$ cat src/rtl/axi_lite_reg_master.sv
// axi_lite_reg_master: single-outstanding AXI4-Lite initiator behind a command/response port,
// with a sticky per-transaction timeout flag for slaves that never answer.
module axi_lite_reg_master #(
  parameter int C_M_AXI_DATA_WIDTH = 32,
  parameter int C_M_AXI_ADDR_WIDTH = 12,
  parameter int C_TIMEOUT = 1024
) (
  input  logic                              M_AXI_ACLK,
  input  logic                              M_AXI_ARESETN,
  input  logic                              cmd_valid,
  output logic                              cmd_ready,
  input  logic                              cmd_wr,
  input  logic [C_M_AXI_ADDR_WIDTH-1:0]     cmd_addr,
  input  logic [C_M_AXI_DATA_WIDTH-1:0]     cmd_wdata,
  input  logic [C_M_AXI_DATA_WIDTH/8-1:0]   cmd_wstrb,
  output logic                              rsp_valid,
  input  logic                              rsp_ready,
  output logic [C_M_AXI_DATA_WIDTH-1:0]     rsp_rdata,
  output logic [1:0]                        rsp_resp,
  output logic                              timeout_err,
  output logic [C_M_AXI_ADDR_WIDTH-1:0]     M_AXI_AWADDR,
  output logic [2:0]                        M_AXI_AWPROT,
  output logic                              M_AXI_AWVALID,
  input  logic                              M_AXI_AWREADY,
  output logic [C_M_AXI_DATA_WIDTH-1:0]     M_AXI_WDATA,
  output logic [C_M_AXI_DATA_WIDTH/8-1:0]   M_AXI_WSTRB,
  output logic                              M_AXI_WVALID,
  input  logic                              M_AXI_WREADY,
  input  logic [1:0]                        M_AXI_BRESP,
  input  logic                              M_AXI_BVALID,
  output logic                              M_AXI_BREADY,
  output logic [C_M_AXI_ADDR_WIDTH-1:0]     M_AXI_ARADDR,
  output logic [2:0]                        M_AXI_ARPROT,
  output logic                              M_AXI_ARVALID,
  input  logic                              M_AXI_ARREADY,
  input  logic [C_M_AXI_DATA_WIDTH-1:0]     M_AXI_RDATA,
  input  logic [1:0]                        M_AXI_RRESP,
  input  logic                              M_AXI_RVALID,
  output logic                              M_AXI_RREADY
);
  localparam logic [2:0] S_IDLE = 3'd0;
  localparam logic [2:0] S_WR   = 3'd1;
  localparam logic [2:0] S_WR_B = 3'd2;
  localparam logic [2:0] S_RD_A = 3'd3;
  localparam logic [2:0] S_RD_D = 3'd4;
  localparam logic [2:0] S_RSP  = 3'd5;
  localparam int CW = $clog2(C_TIMEOUT + 1);

  logic [2:0]                        r_state;
  logic [C_M_AXI_ADDR_WIDTH-1:0]     r_awaddr;
  logic [C_M_AXI_ADDR_WIDTH-1:0]     r_araddr;
  logic [C_M_AXI_DATA_WIDTH-1:0]     r_wdata;
  logic [C_M_AXI_DATA_WIDTH/8-1:0]   r_wstrb;
  logic                              r_awvalid;
  logic                              r_wvalid;
  logic                              r_bready;
  logic                              r_arvalid;
  logic                              r_rready;
  logic                              r_rsp_valid;
  logic [C_M_AXI_DATA_WIDTH-1:0]     r_rsp_rdata;
  logic [1:0]                        r_rsp_resp;
  logic [CW-1:0]                     r_cnt;
  logic                              r_terr;
  logic                              w_accept;
  logic                              w_busy;
  logic                              w_aw_done;
  logic                              w_w_done;

  assign cmd_ready     = r_state == S_IDLE;
  assign w_accept      = cmd_valid && cmd_ready;
  assign w_busy        = (r_state == S_WR) || (r_state == S_WR_B) || (r_state == S_RD_A) || (r_state == S_RD_D);
  // a channel counts as done if it already handshook or handshakes at this edge
  assign w_aw_done     = !r_awvalid || M_AXI_AWREADY;
  assign w_w_done      = !r_wvalid || M_AXI_WREADY;
  assign M_AXI_AWADDR  = r_awaddr;
  assign M_AXI_AWPROT  = 3'b000;
  assign M_AXI_AWVALID = r_awvalid;
  assign M_AXI_WDATA   = r_wdata;
  assign M_AXI_WSTRB   = r_wstrb;
  assign M_AXI_WVALID  = r_wvalid;
  assign M_AXI_BREADY  = r_bready;
  assign M_AXI_ARADDR  = r_araddr;
  assign M_AXI_ARPROT  = 3'b000;
  assign M_AXI_ARVALID = r_arvalid;
  assign M_AXI_RREADY  = r_rready;
  assign rsp_valid     = r_rsp_valid;
  assign rsp_rdata     = r_rsp_rdata;
  assign rsp_resp      = r_rsp_resp;
  assign timeout_err   = r_terr;

  always_ff @(posedge M_AXI_ACLK or negedge M_AXI_ARESETN) begin
    if (!M_AXI_ARESETN) begin
      r_state     <= S_IDLE;
      r_awaddr    <= '0;
      r_araddr    <= '0;
      r_wdata     <= '0;
      r_wstrb     <= '0;
      r_awvalid   <= 1'b0;
      r_wvalid    <= 1'b0;
      r_bready    <= 1'b0;
      r_arvalid   <= 1'b0;
      r_rready    <= 1'b0;
      r_rsp_valid <= 1'b0;
      r_rsp_rdata <= '0;
      r_rsp_resp  <= 2'b00;
    end else begin
      case (r_state)
        S_IDLE: if (w_accept) begin
          if (cmd_wr) begin
            r_awaddr  <= cmd_addr;
            r_wdata   <= cmd_wdata;
            r_wstrb   <= cmd_wstrb;
            r_awvalid <= 1'b1;
            r_wvalid  <= 1'b1;
            r_state   <= S_WR;
          end else begin
            r_araddr  <= cmd_addr;
            r_arvalid <= 1'b1;
            r_state   <= S_RD_A;
          end
        end
        S_WR: begin
          if (r_awvalid && M_AXI_AWREADY) r_awvalid <= 1'b0;
          if (r_wvalid && M_AXI_WREADY) r_wvalid <= 1'b0;
          if (w_aw_done && w_w_done) begin
            r_bready <= 1'b1;
            r_state  <= S_WR_B;
          end
        end
        S_WR_B: if (M_AXI_BVALID) begin
          r_bready    <= 1'b0;
          r_rsp_resp  <= M_AXI_BRESP;
          r_rsp_rdata <= '0;
          r_rsp_valid <= 1'b1;
          r_state     <= S_RSP;
        end
        S_RD_A: if (M_AXI_ARREADY) begin
          r_arvalid <= 1'b0;
          r_rready  <= 1'b1;
          r_state   <= S_RD_D;
        end
        S_RD_D: if (M_AXI_RVALID) begin
          r_rready    <= 1'b0;
          r_rsp_resp  <= M_AXI_RRESP;
          r_rsp_rdata <= M_AXI_RDATA;
          r_rsp_valid <= 1'b1;
          r_state     <= S_RSP;
        end
        S_RSP: if (rsp_ready) begin
          r_rsp_valid <= 1'b0;
          r_state     <= S_IDLE;
        end
        default: r_state <= S_IDLE;
      endcase
    end
  end

  // flag only reports; the FSM keeps waiting on the slave
  always_ff @(posedge M_AXI_ACLK or negedge M_AXI_ARESETN) begin
    if (!M_AXI_ARESETN) begin
      r_cnt  <= '0;
      r_terr <= 1'b0;
    end else if (w_accept) begin
      r_cnt  <= '0;
      r_terr <= 1'b0;
    end else if (w_busy && r_cnt != CW'(C_TIMEOUT)) begin
      r_cnt <= r_cnt + 1'b1;
      if (r_cnt == CW'(C_TIMEOUT - 1)) r_terr <= 1'b1;
    end
  end
endmodule
$ cat config.mk
export PLATFORM = sky130hd
export DESIGN_NAME = axi_lite_reg_master
export DESIGN_NICKNAME = d
export VERILOG_FILES = /design/src/rtl/axi_lite_reg_master.sv
export SDC_FILE = /design/constraint.sdc
export NUM_CORES = 1
export LEC_CHECK = 0
export ABC_AREA = 1
export BUFFER_PORTS_ARGS = -buffer_cell sky130_fd_sc_hd__buf_4
export CAP_MARGIN = 20
export CORE_UTILIZATION = 44
export CTS_CLUSTER_DIAMETER = 120
export DETAILED_ROUTE_END_ITERATION = 6
export HOLD_SLACK_MARGIN = 0.12
export PLACE_DENSITY_LB_ADDON = 0.2
export SETUP_SLACK_MARGIN = 0.15
export SYNTH_ARGS = -nofsm -noshare
export SYNTH_HDL_FRONTEND = slang
export SYNTH_SLANG_ARGS = --single-unit
$ cat constraint.sdc
create_clock -name M_AXI_ACLK -period 1.42 [get_ports M_AXI_ACLK]
set_clock_uncertainty 0.05 [all_clocks]
set_input_delay 0.355 -clock M_AXI_ACLK [delete_from_list [all_inputs] [get_ports M_AXI_ACLK]]
set_output_delay 0.355 -clock M_AXI_ACLK [all_outputs]
set_load 0.02 [all_outputs]
==> results.md, run 1 <==
- Status: did not finish
- Exit stage: global routing (5_1_grt)
- Stop Error: [ERROR DPL-0038] Utilization greater than 100%, impossible to legalize
- Routability Congestion: between 0.8 and 0.9
- Clk sinks: 115
- Largest net degree at the start of global routing: 66
- # port buffers: 195
- CTS root buf: clkbuf_16
- Chip width: 109.4 um
- Num rows: 38
- Cells after synthesis: between 600 and 700
- Yosys top cell area share: between 50% and 60%
- Largest area contributor in the netlist: dfrtp_1
- #FFs+latches synth: around 120
- CTS Buf Count: 17
- Worst endpoint pin kind: register data pin
- Mean Syn Cell Area: between 8 and 9 um2
- Netlist cell types: 29
- GRT worst endpoint: M_AXI_WDATA[14]$_DFFE_PN0P_/D
- Worst-case clock buffer depth: 2
- CTS H-tree depth: 4
- Synth warn: 0
- Mapped Area: just over 0.005 mm2
- Inst Count DP: 964
- Initial core utilization: 46.04%
- Post-detail-place hpwl: a little under 10000 um
- Sequential share of the synthesized area: a little under three fifths
- Die height: around 110 um
- Top cells by area, synth: dfrtp_1, nand2_1, nand2_2
- I/O pins: just over 200
[logic make-up after synthesis]
| logic type | share of synthesized area [%] |
|---|---|
| other cells | 0.07384 |
| simple gates | 34.66 |
| fa+ha+maj | 0.4927 |
| compound gates | 1.330 |
| xor+xnor | 0.6900 |
| flops | 56.66 |
| buf+inv | 6.085 |
[stage by stage]
stage	utilization [%]	TNS, ns	instance area (um2)	setup WS [ns]	hold WS [ns]
floorplan	-	0	5175	0.02103	0.009409
global placement	63.71	-11.12	7028	-0.3739	0.3294
detailed placement	63.71	-16.67	7028	-0.4678	0.3301
CTS	92.32	-25.03	10180	-0.3038	0.1337
[cell usage after synthesis]
master,instances
inv_2,4
clkinv_1,1
inv_6,1
ha_1,2
nand2_2,34
inv_1,23
and2_1,1
nand2_4,1
xor2_1,2
nor2_2,2
o21a_1,1
nor3_2,1
buf_8,3
dfrtp_1,115
buf_2,12
a21o_1,1
buf_6,3
nor2_4,4
buf_4,7
o21bai_1,1
o21ai_0,9
clkbuf_1,1
xnor2_1,2
nand2_1,327
nor2_8,1
nand4_1,8
nor2_1,16
conb_1,1
nand3_1,21
[repair_timing]
item                                    4_1_cts
hold buffers                                 80
setup buffers                                79
endpoints found under the hold margin       205
gates resized for setup                     214
endpoints found under the setup margin      217
gates cloned                                 15
pin swaps                                    40
==> inputs of run 2 (changes only) <==
--- a/config.mk
+++ b/config.mk
@@ -8,12 +8,9 @@
 export ABC_AREA = 1
 export BUFFER_PORTS_ARGS = -buffer_cell sky130_fd_sc_hd__buf_4
 export CAP_MARGIN = 20
-export CORE_UTILIZATION = 44
-export CTS_CLUSTER_DIAMETER = 120
+export CORE_UTILIZATION = 35
 export DETAILED_ROUTE_END_ITERATION = 6
-export HOLD_SLACK_MARGIN = 0.12
-export PLACE_DENSITY_LB_ADDON = 0.2
-export SETUP_SLACK_MARGIN = 0.15
+export PLACE_DENSITY_LB_ADDON = 0.15
 export SYNTH_ARGS = -nofsm -noshare
 export SYNTH_HDL_FRONTEND = slang
 export SYNTH_SLANG_ARGS = --single-unit
==> constraint.sdc (replaced) <==
create_clock -name M_AXI_ACLK -period 1.8 [get_ports M_AXI_ACLK]
set_clock_uncertainty 0.05 [all_clocks]
set_input_delay 0.45 -clock M_AXI_ACLK [delete_from_list [all_inputs] [get_ports M_AXI_ACLK]]
set_output_delay 0.45 -clock M_AXI_ACLK [all_outputs]
set_load 0.02 [all_outputs]
==> run 2 against run 1 <==
  * The run now ends clean
  * Synthesized cell count is the same
  * Area after synthesis is the same
==> results.md, run 2 <==
- Layout cell share with drive strength beyond 1: 36.07%
- Die ar.: roughly 0.015 mm2
- Die height: 122.5 um (+12%)
- Synth warn: 0 (unchanged)
- Largest stage delay, worst path: 0.46 ns
- Final layout net count: 912
- Inst Count DP: 970 (+0.62%)
- I/O pins: 202 (unchanged)
- Total global routing track utilization: ~18%
- Yosys top cell area share: 56.66% (unchanged)
- Power per cell area: 1895 mW/mm2
- Capturing point of the worst reg2reg path: rsp_rdata[23]$_DFFE_PN0P_
- P_leak: around 4.2 nW
- Sequential share of the synthesized area: 56.66% (unchanged)
- Critical path arrival: 1.23 ns
- Diode count: 0
- RSZ-0062 raised after global routing: false
- Initial core utilization: 36.17% (-9.9 points)
- Total power: between 10 and 15 mW
- First-pass GRT wire length: approximately 20000 um
- Crit-path max FO: 6
- Worst-margin pin slew: 0.6635 ns
- CTS root buf: clkbuf_16
- Pre-CTS setup slack: 0.1041 ns (+0.5718 ns)
- Synth-to-Final Area Change: 46.39%
- Peak supply drop: just over 0.8 mV
- CTS Buf Count: 17 (unchanged)
- CTS H-tree depth: 4 (unchanged)
- Vias in the first global route: 4392
- First-pass DRT Iterations: 5
- Vias per std cell: approximately 4.5
- Post-detail-place hpwl: 8926 um (-8.0%)
- Post-Place Cell Area: 0.006714 mm2 (-4.5%)
- Total gr overflow: 0
- Routed Antenna Nets: 0
- #FFs+latches synth: 115 (unchanged)
- Largest net degree at the start of global routing: 116
- Vias: 4491
- Commonest cells after routing, fill and taps aside: nand2_1, buf_4, dfrtp_1
- FF-to-FF Start: r_state[0]$_DFFE_PN0P_
- Top cells by area, synth: dfrtp_1, nand2_1, nand2_2
- Drt wl/cell: about 13 um
- TNS Setup: 0 ns
- Routability Congestion: 0.8464 (+4.7%)
- Slowest CP cell: dfrtp_2
- Relative slew slack: 55.77%
- Final setup vio count: 0
- Most common cell in the netlist: nand2_1
- Mapped Area: 0.005079 mm2 (unchanged)
- Netlist cell types: 29 (unchanged)
- Fin area: between 0.007 and 0.008 mm2
- Reg2reg path depth: 10
- Post-Layout Cell Count: 1009
- # Max-Cap Violations: 0
- Period minus WS final: approximately 1.7 ns
- Clock share of power: roughly a quarter
- # port buffers: 195 (unchanged)
- DRC Markers: 0
- Pint: approximately 8.5 mW
- Commonest non-fill, non-tap cell in the layout: nand2_1
- Fin Hold WS: 0.03567 ns
- Top FF cell, synth: dfrtp_1
- 1st-iter DRT viols: approximately 160
- Hold_buf cts: 0 (-100%)
- Fmax: 578.0 MHz
- Logic pwr share: between 40% and 50%
- Switch Pwr: about 5.6 mW
- Critical path class: reg -> out
- Largest area contributor in the netlist: dfrtp_1
- Post-synth EDFFs: 0 (unchanged)
- Status: finished clean
- Commonest cells post-synth: nand2_1, dfrtp_1, nand2_2, inv_1, nand3_1
- Clock transition at path regs: roughly 0.050 ns
- Mean Syn Cell Area: 8.394 um2 (unchanged)
- Num rows: 43 (+13%)
- Final wirelength: 13080 um
- Fillers: ~1300
- Switching share of power: around two fifths
- Worst Hold Class: in -> async
- Asr flop ratio synth: 100.0% (unchanged)
- Fin worst setup slack: around 0.070 ns
- Seq pwr share: 31.6%
- Chip width: 122.5 um (+12%)
- Critical Path, Cell by Cell: nor2_4 > nand2_4 > inv_4 > buf_6
- Req. time, crit path: 1.30 ns
- Clk sinks: 115 (unchanged)
- Final core occ: 52.94%
- Cells after synthesis: 605 (unchanged)
- Antenna violations before repair: 0
- Core area: between 0.01 and 0.015 mm2
- TritonCTS clock tree: done
- R2R setup slack: ~0.13 ns
- Setup crit end kind: output pin
- Skew-Pair Late Insertion Delay: slightly above 0.4 ns
- Max-slew violations: 0
- Hold Violations, Final: 0
- Worst-case clock buffer depth: 2 (unchanged)
- Startpoint types: flop
- Fin crit share: 96.11%
==> run 2: area by class of cell <==
class	count	area, um2	area share [%]
Clock inverter	11	148.9	2.003
Timing Repair inverter	3	25.02	0.3366
Inverter	29	127.6	1.717
Clock buffer	21	480.5	6.462
Timing Repair Buffer	210	1622	21.81
Multi-Input combinational cell	440	1926	25.90
Sequential cell	115	2880	38.74
Tap cell	180	225.2	3.029
==> run 2: worst max-delay path by stage <==
stage	start	to	slack, ns	cells past startpoint
detailed placement	r_state[0]$_DFFE_PN0P_	rsp_rdata[21]$_DFFE_PN0P_	0.10	9
CTS	r_state[0]$_DFFE_PN0P_	rsp_rdata[21]$_DFFE_PN0P_	0.003	10
floorplan	r_cnt[0]$_DFFE_PN0P_	timeout_err$_DFFE_PN0P_	0.30	8
global route	r_state[0]$_DFFE_PN0P_	cmd_ready	0.007	4
global placement	r_state[0]$_DFFE_PN0P_	rsp_valid$_DFFE_PN0P_	0.18	8
finish	r_state[0]$_DFFE_PN0P_	cmd_ready	0.07	4
==> run 2: worst max-delay path, delay by kind of cell, from the launching register on <==
kind | cells | cell delay [ns]
buf+inv | 2 | 0.17
simple gates | 2 | 0.19
flops | 1 | 0.46
==> run 2: metal layers <==
metal / global-route usage (%) / vias to the layer above / share of wire, %
met3: 8.132 / 14 / 9.1
met1: 21.30 / 2055 / 43
met5: 0 / - / 0
met2: 27.81 / 171 / 46
met4: 7.851 / 0 / 1.4
li1: - / 2251 / -
==> run 2: power groups by stage <==
stage               clock [mW]  combinational (mW)  sequential, mW
floorplan                    0                2.27            5.66
global placement             0                5.83            4.45
detailed placement           0                5.94            4.47
CTS                       3.60                6.03            4.48
global route              3.73                6.74            4.61
finish                    3.51                6.12            4.46
==> run 2: timing repair <==
item,4_1_cts,5_1_grt
endpoints found under the setup margin,1,66
resized for setup,5,8
pin swaps,2,3
gates cloned,0,3
setup buffers,3,1
==> run 2: logic make-up after synthesis <==
logic type	count (synthesis)	share of synthesized area, %
simple gates	416	34.66
flops	115	56.66
buf+inv	55	6.085
compound gates	12	1.330
xor+xnor	4	0.6900
fa+ha+maj	2	0.4927
other cells	1	0.07384
Note: power is estimated with default switching activity, not from simulation.
==> inputs of run 3 (changes only) <==
==> constraint.sdc (replaced) <==
create_clock -name M_AXI_ACLK -period 1.8 [get_ports M_AXI_ACLK]
set_clock_uncertainty 0.05 [all_clocks]
set_input_delay 0.36 -clock M_AXI_ACLK [delete_from_list [all_inputs] [get_ports M_AXI_ACLK]]
set_output_delay 0.36 -clock M_AXI_ACLK [all_outputs]
set_load 0.01 [all_outputs]
==> run 3 against run 2 <==
  * Power down 5.4%
  * Critical path depth unchanged
  * Final cell count down 0.20%
  * Clock power up 8.5%
  * First-iteration DRC count up 24%
==> results.md, run 3 (synthesized netlist as in run 2, its figures left out) <==
- Power per cell area: 1792 mW/mm2 (-5.4%)
- Fin crit share: 95.28% (-0.83 points)
- Req. time, crit path: 1.39 ns (+0.09 ns)
- Reg2reg path depth: 8 (-2)
- Capturing point of the worst reg2reg path: M_AXI_WDATA[4]$_DFFE_PN0P_
- Worst-case clock buffer depth: 2 (unchanged)
- Antenna violations before repair: 0 (unchanged)
- Total gr overflow: 0 (unchanged)
- Register area: 0.002879 mm2 (about the same)
- Die height: 122.5 um (unchanged)
- Vias per std cell: 4.453 (about the same)
- Final wirelength: 12820 um (-2.0%)
- Die ar.: 0.01500 mm2 (unchanged)
- Post-detail-place hpwl: 9000 um (+0.83%)
- Final layout net count: 910 (-0.22%)
- Fin Hold WS: 0.1020 ns (+0.06633 ns)
- Clk sinks: 115 (unchanged)
- Worst-margin pin slew: 0.5066 ns (-0.1569 ns)
- Inst Count DP: 971 (+0.10%)
- Critical path arrival: 1.31 ns (+0.08 ns)
- # port buffers: 195 (unchanged)
- P_leak: 4.185 nW (+0.34%)
- Diode count: 0 (unchanged)
- Startpoint types: flop
- DRC Markers: 0 (unchanged)
- Fin worst setup slack: 0.08488 ns (+0.01492 ns)
- Relative slew slack: 66.22% (+10 points)
- Core area: 0.01404 mm2 (unchanged)
- Period minus WS final: 1.715 ns (-0.01492 ns)
- TritonCTS clock tree: done
- Fillers: 1275 (-2.0%)
- 1st-iter DRT viols: 196 (+24%)
- Drt wl/cell: 12.73 um (-1.8%)
- Routed Antenna Nets: 0 (unchanged)
- Initial core utilization: 36.17% (unchanged)
- First-pass GRT wire length: 20470 um (-0.67%)
- Skew-Pair Late Insertion Delay: 0.41 ns (about the same)
- Chip width: 122.5 um (unchanged)
- RSZ-0062 raised after global routing: false
- CTS H-tree depth: 4 (unchanged)
- Num rows: 43 (unchanged)
- Min-Delay Path Depth: 3
- CTS Buf Count: 17 (unchanged)
- Max-slew violations: 0 (unchanged)
- Total global routing track utilization: 17.66% (-0.26 points)
- Synth-to-Final Area Change: 46.39% (unchanged)
- # Max-Cap Violations: 0 (unchanged)
- Peak supply drop: 0.9639 mV (+16%)
- Vias in the first global route: 4320 (-1.6%)
- Post-Layout Cell Count: 1007 (-0.20%)
- I/O pins: 202 (unchanged)
- Commonest cells after routing, fill and taps aside: nand2_1, buf_4, dfrtp_1
- First-pass DRT Iterations: 4 (-1)
- Hold path start: cmd_wdata[9]
- Footprint of the multi-input gates: 0.001916 mm2 (-0.52%)
- Largest net degree at the start of global routing: 53 (-54%)
- Layout cell share with drive strength beyond 1: 35.19% (-0.88 points)
- Final setup vio count: 0 (unchanged)
- Routability Congestion: 0.8653 (+2.2%)
- Setup crit end kind: output pin
- Critical path class: reg -> out
- Crit-path max FO: 3 (-3)
- Fmax: 583.0 MHz (+0.87%)
- Pre-CTS setup slack: 0.005506 ns (-0.09855 ns)
- FF-to-FF Start: r_state[1]$_DFFE_PN0P_
- Status: finished clean
- R2R setup slack: 0.18 ns (+0.05 ns)
- Final core occ: 52.94% (unchanged)
- Commonest non-fill, non-tap cell in the layout: nand2_1
- Clock transition at path regs: 0.05 ns (about the same)
- Vias: 4484 (-0.16%)
- Hold Violations, Final: 0 (unchanged)
- Worst Hold Class: in -> reg
- CTS root buf: clkbuf_16
- Worst Hold End: M_AXI_WDATA[9]$_DFFE_PN0P_
- Total power: 13.32 mW (-5.4%)
## run 3: final cells by class
class	count	share of cell area (%)
flip-flops and latches	115	38.72
multi-input cells	440	25.77
repair buffers	210	21.79
clock buffers	22	6.244
well taps	180	3.029
clock inverters	10	2.726
inverters	29	1.616
repair inverters	1	0.1010
## run 3: critical path: stages (launching register included)
cell and delay [ns]:
dfrtp_1 0.40, nor2_2 0.16, nand2_2 0.10, inv_1 0.10, buf_4 0.14
## run 3: stage by stage
stage	TNS [ns]	area [um2]
global route	0	7435
floorplan	0	5097
global placement	-0.1510	6721
finish	0	7435
detailed placement	0	6721
CTS	0	7398
## run 3: worst max-delay path by stage
stage	start	to	depth (start not counted)
global route	r_state[1]$_DFFE_PN0P_	cmd_ready	4
detailed placement	cmd_valid	M_AXI_WVALID$_DFFE_PN0P_	7
global placement	r_cnt[0]$_DFFE_PN0P_	r_cnt[10]$_DFFE_PN0P_	10
CTS	r_cnt[0]$_DFFE_PN0P_	r_cnt[10]$_DFFE_PN0P_	10
floorplan	r_cnt[0]$_DFFE_PN0P_	timeout_err$_DFFE_PN0P_	8
finish	r_state[1]$_DFFE_PN0P_	cmd_ready	4
## run 3: per-layer routing
metal	wire length [um]	track usage, %
met5	0	0
met4	211	6.402
met3	1256	7.993
met2	5928	27.84
met1	5421	21.14
## run 3: timing repair
action                                  in CTS  in global routing
gates resized for setup                      0                  8
endpoints found under the hold margin      115                  0
buffers inserted                             0                  2
endpoints found under the setup margin       0                 52
hold buffers                                 1                  0
## run 3: where the power goes
| group | total, mW | internal, mW | switching, mW |
|---|---|---|---|
| Clock | 3.81 | 2.66 | 1.15 |
| Sequential | 4.42 | 3.71 | 0.712 |
| Combinational | 5.10 | 2.33 | 2.77 |
